<file path="src/rtl/pll_lock_controller_if.sv">
// pll_lock_controller_if: control inputs and status outputs of the PLL lock controller
interface pll_lock_controller_if #(
   parameter int CNT_WIDTH   = 12,
   parameter int RETRY_WIDTH = 3
);
   logic                   startCalibration;
   logic                   autoRecalEnable;
   logic [CNT_WIDTH-1:0]   calibrationTime;
   logic [CNT_WIDTH-1:0]   lockTime;
   logic [CNT_WIDTH-1:0]   lockTimeout;
   logic [3:0]             unlockTolerance;
   logic [RETRY_WIDTH-1:0] maxRetry;
   logic                   instantLock;
   logic                   pllCalibrationEnable;
   logic                   pllCalibrationDone;
   logic                   pllLocked;
   logic                   lossOfLock;
   logic                   lockFail;
   logic [RETRY_WIDTH-1:0] retryCount;
   logic [2:0]             state;
   modport master (
      output startCalibration, autoRecalEnable, calibrationTime, lockTime, lockTimeout,
             unlockTolerance, maxRetry, instantLock,
      input  pllCalibrationEnable, pllCalibrationDone, pllLocked, lossOfLock, lockFail,
             retryCount, state
   );
   modport slave (
      input  startCalibration, autoRecalEnable, calibrationTime, lockTime, lockTimeout,
             unlockTolerance, maxRetry, instantLock,
      output pllCalibrationEnable, pllCalibrationDone, pllLocked, lossOfLock, lockFail,
             retryCount, state
   );
endinterface

</file>
<file path="src/rtl/pll_lock_controller.sv">
// pll_lock_controller: PLL calibration sequencing, lock qualification, retry and loss-of-lock supervision
module pll_lock_controller #(
   parameter int CNT_WIDTH   = 12,
   parameter int RETRY_WIDTH = 3,
   parameter int SYNC_STAGES = 2
) (
   input logic clk40Ref,
   input logic asynReset,
   pll_lock_controller_if.slave bus
);
   typedef enum logic [2:0] {IDLE = 3'd0, CALIB = 3'd1, WAITLOCK = 3'd2, LOCKED = 3'd3, FAIL = 3'd4} state_t;
   state_t state_q, state_d;
   logic [SYNC_STAGES-1:0] sync_q;
   logic [CNT_WIDTH-1:0] cal_cnt, lock_cnt, to_cnt, drop_cnt;
   logic [RETRY_WIDTH-1:0] retry_q, retry_d;
   logic lock_sync, start_prev, start_pulse;
   logic done_q, done_d, loss_q, loss_d;
   logic lock_hit, timeout_hit, drop_hit, enter;
   assign lock_sync   = sync_q[SYNC_STAGES-1];
   assign start_pulse = bus.startCalibration & ~start_prev;
   assign lock_hit    = lock_sync && lock_cnt == bus.lockTime;
   assign timeout_hit = to_cnt == bus.lockTimeout;
   assign drop_hit    = !lock_sync && drop_cnt == CNT_WIDTH'(bus.unlockTolerance);
   assign enter       = start_pulse || state_d != state_q;
   assign bus.pllCalibrationEnable = state_q == CALIB;
   assign bus.pllLocked            = state_q == LOCKED;
   assign bus.lockFail             = state_q == FAIL;
   assign bus.pllCalibrationDone   = done_q;
   assign bus.lossOfLock           = loss_q;
   assign bus.retryCount           = retry_q;
   assign bus.state                = state_q;
   // bring the asynchronous lock indication into the clock domain and remember the previous start level
   always_ff @(posedge clk40Ref or posedge asynReset) begin
      if (asynReset) begin
         sync_q     <= '0;
         start_prev <= 1'b0;
      end else begin
         sync_q     <= {sync_q[SYNC_STAGES-2:0], bus.instantLock};
         start_prev <= bus.startCalibration;
      end
   end
   // next state, retry count, done flag and loss pulse; a start pulse overrides everything
   always_comb begin
      state_d = state_q;
      retry_d = retry_q;
      done_d  = done_q;
      loss_d  = 1'b0;
      if (start_pulse) begin
         state_d = CALIB;
         retry_d = '0;
         done_d  = 1'b0;
      end else begin
         case (state_q)
            IDLE, FAIL: ;
            CALIB: if (cal_cnt == bus.calibrationTime) begin
               state_d = WAITLOCK;
               done_d  = 1'b1;
            end
            WAITLOCK: if (lock_hit) begin
               state_d = LOCKED;
               retry_d = '0;
            end else if (timeout_hit) begin
               state_d = retry_q == bus.maxRetry ? FAIL : CALIB;
               retry_d = retry_q == bus.maxRetry ? retry_q : retry_q + 1'b1;
               done_d  = retry_q == bus.maxRetry;
            end
            LOCKED: if (drop_hit) begin
               loss_d  = 1'b1;
               state_d = bus.autoRecalEnable ? CALIB : IDLE;
               done_d  = bus.autoRecalEnable ? 1'b0 : done_q;
            end
            default: state_d = IDLE;
         endcase
      end
   end
   // registered state and status
   always_ff @(posedge clk40Ref or posedge asynReset) begin
      if (asynReset) begin
         state_q <= IDLE;
         retry_q <= '0;
         done_q  <= 1'b0;
         loss_q  <= 1'b0;
      end else begin
         state_q <= state_d;
         retry_q <= retry_d;
         done_q  <= done_d;
         loss_q  <= loss_d;
      end
   end
   // per-state timers, all cleared on any state entry
   always_ff @(posedge clk40Ref or posedge asynReset) begin
      if (asynReset) begin
         cal_cnt  <= '0;
         lock_cnt <= '0;
         to_cnt   <= '0;
         drop_cnt <= '0;
      end else if (enter) begin
         cal_cnt  <= '0;
         lock_cnt <= '0;
         to_cnt   <= '0;
         drop_cnt <= '0;
      end else begin
         cal_cnt  <= cal_cnt + CNT_WIDTH'(state_q == CALIB);
         to_cnt   <= to_cnt + CNT_WIDTH'(state_q == WAITLOCK);
         lock_cnt <= state_q == WAITLOCK ? (lock_sync ? lock_cnt + 1'b1 : '0) : lock_cnt;
         drop_cnt <= state_q == LOCKED ? (lock_sync ? '0 : drop_cnt + 1'b1) : drop_cnt;
      end
   end
endmodule

</file>
<file path="src/flat_wrapper.sv">
// flat-port wrapper written by rule: the top's interface ports become plain ports
module pll_lock_controller_flat 
#(
   parameter int CNT_WIDTH   = 12,
   parameter int RETRY_WIDTH = 3,
   parameter int SYNC_STAGES = 2
)
  (clk40Ref, asynReset, bus_startCalibration, bus_autoRecalEnable, bus_calibrationTime, bus_lockTime, bus_lockTimeout, bus_unlockTolerance, bus_maxRetry, bus_instantLock, bus_pllCalibrationEnable, bus_pllCalibrationDone, bus_pllLocked, bus_lossOfLock, bus_lockFail, bus_retryCount, bus_state);
  pll_lock_controller_if #(.CNT_WIDTH(CNT_WIDTH), .RETRY_WIDTH(RETRY_WIDTH)) bus_i ();
  input logic clk40Ref;
  input logic asynReset;
  input wire logic [$bits(bus_i.startCalibration)-1:0] bus_startCalibration;
  input wire logic [$bits(bus_i.autoRecalEnable)-1:0] bus_autoRecalEnable;
  input wire logic [$bits(bus_i.calibrationTime)-1:0] bus_calibrationTime;
  input wire logic [$bits(bus_i.lockTime)-1:0] bus_lockTime;
  input wire logic [$bits(bus_i.lockTimeout)-1:0] bus_lockTimeout;
  input wire logic [$bits(bus_i.unlockTolerance)-1:0] bus_unlockTolerance;
  input wire logic [$bits(bus_i.maxRetry)-1:0] bus_maxRetry;
  input wire logic [$bits(bus_i.instantLock)-1:0] bus_instantLock;
  output wire logic [$bits(bus_i.pllCalibrationEnable)-1:0] bus_pllCalibrationEnable;
  output wire logic [$bits(bus_i.pllCalibrationDone)-1:0] bus_pllCalibrationDone;
  output wire logic [$bits(bus_i.pllLocked)-1:0] bus_pllLocked;
  output wire logic [$bits(bus_i.lossOfLock)-1:0] bus_lossOfLock;
  output wire logic [$bits(bus_i.lockFail)-1:0] bus_lockFail;
  output wire logic [$bits(bus_i.retryCount)-1:0] bus_retryCount;
  output wire logic [$bits(bus_i.state)-1:0] bus_state;
  assign bus_i.startCalibration = bus_startCalibration;
  assign bus_i.autoRecalEnable = bus_autoRecalEnable;
  assign bus_i.calibrationTime = bus_calibrationTime;
  assign bus_i.lockTime = bus_lockTime;
  assign bus_i.lockTimeout = bus_lockTimeout;
  assign bus_i.unlockTolerance = bus_unlockTolerance;
  assign bus_i.maxRetry = bus_maxRetry;
  assign bus_i.instantLock = bus_instantLock;
  assign bus_pllCalibrationEnable = bus_i.pllCalibrationEnable;
  assign bus_pllCalibrationDone = bus_i.pllCalibrationDone;
  assign bus_pllLocked = bus_i.pllLocked;
  assign bus_lossOfLock = bus_i.lossOfLock;
  assign bus_lockFail = bus_i.lockFail;
  assign bus_retryCount = bus_i.retryCount;
  assign bus_state = bus_i.state;
  pll_lock_controller #(.CNT_WIDTH(CNT_WIDTH), .RETRY_WIDTH(RETRY_WIDTH), .SYNC_STAGES(SYNC_STAGES)) u_core (.clk40Ref(clk40Ref), .asynReset(asynReset), .bus(bus_i));
endmodule
</file>
<file path="config.mk">
export PLATFORM = sky130hd
export DESIGN_NAME = pll_lock_controller_flat
export DESIGN_NICKNAME = d
export VERILOG_FILES = /design/src/rtl/pll_lock_controller_if.sv /design/src/rtl/pll_lock_controller.sv /design/src/flat_wrapper.sv
export SDC_FILE = /design/constraint.sdc
export NUM_CORES = 1
export LEC_CHECK = 0
export BUFFER_PORTS_ARGS = -buffer_cell sky130_fd_sc_hd__buf_2
export CAP_MARGIN = 20
export CORE_MARGIN = 2
export CORE_UTILIZATION = 45
export CTS_CLUSTER_DIAMETER = 150
export CTS_CLUSTER_SIZE = 14
export DETAILED_ROUTE_END_ITERATION = 12
export PLACE_DENSITY_LB_ADDON = 0.12
export SYNTH_ARGS = -nofsm -noshare
export SYNTH_HDL_FRONTEND = slang
export SYNTH_SLANG_ARGS = --single-unit
</file>
<file path="constraint.sdc">
create_clock -name clk40Ref -period 2.9 [get_ports clk40Ref]
set_clock_uncertainty 0.05 [all_clocks]
set_input_delay 0.145 -clock clk40Ref [delete_from_list [all_inputs] [get_ports clk40Ref]]
set_output_delay 0.145 -clock clk40Ref [all_outputs]
set_load 0.005 [all_outputs]
</file>
==> metrics <==
critical path required time 3.08 ns; main combinational cell family by area after synthesis simple AND/OR/NAND/NOR gates; Yosys warnings 0; post_cts resized 0; NetSw ~0.00047 W; Finish-stage setup viols 0; total grt overflow 0; most common cell after layout, fill and taps aside dfrtp_1; Cell Rows 32; DRT iter0 DRCs around 150; simple-gate share of the synthesized area 0.273; reg-to-reg startpoint u_core.lock_cnt[4]$_DFFE_PP0P_; IO Pins slightly below 60; Max clock buf depth 2; post-synthesis cell count a little under 400; WL/cell around 15 um; f_max 0.393 GHz; GPL Wtd Cong between 0.8 and 0.9; vias in the first global route around 3000; critical path class register to register; status complete, no violations; mux cell area share after synthesis 0.00277; RSZ-0062 raised after global routing no; Least-Margin Pin Slew about 0.65 ns; Critical Path Start u_core.lock_cnt[4]$_DFFE_PP0P_; Max rail drop VDD around 0.00022 V; final wirelength around 8400 um; Final Hold Viols 0; worst endpoint data arrival time between 2 and 3 ns; Die X between 90 and 100 um; post-synth net total between 400 and 500; hold_ws 0.0427 ns; fillcell total approximately 730; clock root buffer master clkbuf_8; antenna cells 0; Fin Setup TNS 0 ns; ys async rst share 1.00; part of the power in the clock network 0.431; XOR/XNOR Fraction of Synth Area 0.172; Core Area about 7800 um2; later-pin clock latency in the skew report between 0.3 and 0.4 ns; most frequent cells in the layout dfrtp_1 (59), buf_2 (58), xnor2_1 (53), nor2_1 (28), nor3_1 (26); max-cap viol count 0; Primary FF master, synth dfrtp_1; drt drc 0; Synth Area in Compound Gates 0.0797; Seq pwr share 0.456; share of layout cells above drive strength 1 0.238; DR pass1 iterations 4; Layout area overhead 19.2%; Comb power frac 0.113; Crit. End Element register; post-synthesis cell type count 44; drt via density between 5 and 6; Final min period ~2.5 ns; synthesized cell area between 3000 and 4000 um2; Final Max Tran Viols 0; first-pass GRT wire length between 10000 and 15000 um; CTS tree yes; Worst setup SP type register; P per Cell Area roughly 460 nW/um2; antenna viol nets, final 0; Initial Util 0.465; fin crit share 0.876; Die H 93.6 um; GRT Total Usage 0.209; I/O Buffers between 50 and 60; hold wc startpoint bus_autoRecalEnable; Yosys reg bits a little under 60; TritonCTS Buffers 9; via count between 3000 and 4000; Die Area 8750 um2; total clock sinks 59; HPWL after detailed placement between 5000 and 6000 um; initial antenna violation count 0; pin count of the biggest net entering global routing 50; Pint 0.00149 W; register area share after synthesis 0.409; Synth Area in Adders 0.0243; Slew headroom 0.557; Reg clk slew, reported paths approximately 0.07 ns; Hold Path Class input pin to register; EDFF count, synth 0; CTS H-Tree Depth 3; post-layout net count between 500 and 600; final core utilization 0.554; leakage power between 1.5 and 2 nW; Critical Path Fanout Max 33; switch share 0.240; Synth Area per Inst roughly 9.4 um2
==> layout make-up <==
class	count	area, um2	area share
clock inverters	4	72.6	0.0169
multi-input cells	299	1990	0.463
inverters	11	41.3	0.00960
clock buffers	12	155	0.0361
flip-flops and latches	59	1480	0.343
well taps	102	128	0.0297
repair buffers	73	435	0.101
==> per-layer routing <==
layer,up-vias,global-route usage,wire length (um)
li1,1516,-,-
met5,-,0,0
met2,70,0.338,3940
met4,0,0.0821,131
met1,1439,0.283,4000
met3,12,0.0290,304
==> power groups by stage <==
stage	registers [W]	logic [W]	clock network (W)
after floorplan	0.000898	0.000149	0
after global placement	0.000910	0.000215	0
after detailed placement	0.000910	0.000217	0
after CTS	0.000894	0.000220	0.000869
after global routing	0.000899	0.000249	0.000916
final	0.000895	0.000221	0.000847
==> critical path: stages, from the launching register on <==
cell,delay [ns]
dfrtp_1,0.45
xnor2_1,0.18
nand4_1,0.14
or4_4,0.57
nand4_1,0.24
nand2_2,0.24
buf_12,0.26
nor4_1,0.30
==> Yosys cell counts (2+ instances only) <==
library cell	n	area share
xor2_1	18	0.044
a211oi_1	6	0.012
nor4_1	14	0.024
a21oi_1	17	0.024
and2_1	4	0.0069
nand3b_1	2	0.0042
o21ai_0	11	0.015
clkbuf_1	6	0.0062
nor2_1	28	0.029
nand4_1	21	0.036
and3_1	5	0.0087
nor3_1	26	0.036
inv_1	10	0.010
buf_6	3	0.0094
or3_1	2	0.0035
nor3b_1	2	0.0042
nand3_1	20	0.028
xnor2_1	53	0.13
or2_2	3	0.0052
ha_1	7	0.024
nand2_1	21	0.022
a31oi_1	2	0.0035
dfrtp_1	59	0.41
nand2b_1	2	0.0035
o211ai_1	2	0.0042
a21o_1	2	0.0042
buf_2	7	0.0097
nor3_2	16	0.044
and4_1	2	0.0049
==> registers in the layout (all words and copies together) (netlist names), 2 cells and up <==
register               cells
u_core.drop_cnt           12
u_core.bus.retryCount      3
u_core.cal_cnt            12
u_core.lock_cnt           12
u_core.sync_q              2
u_core.bus.state           3
u_core.to_cnt             12
==> repair_timing <==
| item | in CTS | in global routing |
|---|---|---|
| endpoints found under the setup margin | 0 | 0 |
| endpoints found under the hold margin | 2 | 17 |
| hold buffers | 2 | 1 |
| buffers inserted | 0 | 0 |
==> cell families after synthesis <==
group	after synthesis
adders and majority gates	7
and+or+nand+nor	173
muxes	1
DFF	59
buffers and inverters	28
xor gates and xnor gates	71
AOI/OAI and AO/OA	47
==> metrics by stage <==
stage          instance area [um2]  power, W  worst slack [ns]  std cells
2_1_floorplan                 3610   0.00105             0.456        386
3_3_place_gp                  4020   0.00113             0.458        540
3_5_place_dp                  4020   0.00113             0.317        540
4_1_cts                       4270   0.00198             0.322        558
5_1_grt                       4300   0.00206            0.0751        560
6_report                      4300   0.00196             0.359        560
==> path summary, 6_finish.rpt <==
check | end | slack [ns] | cells past startpoint
hold reg to reg | u_core.sync_q[1]$_DFF_PP0_ | 0.30 | 0
hold / removal | u_core.bus.state[0]$_DFF_PP0_ | 0.04 | 3
min in group asynchronous | u_core.cal_cnt[8]$_DFF_PP0_ | 0.30 | 3
setup / recovery | u_core.lock_cnt[8]$_DFFE_PP0P_ | 0.36 | 7
max in group asynchronous | u_core.to_cnt[10]$_DFF_PP0_ | 1.80 | 5
setup reg to reg | u_core.lock_cnt[8]$_DFFE_PP0P_ | 0.36 | 7
Power figures use the tool's default switching activity.
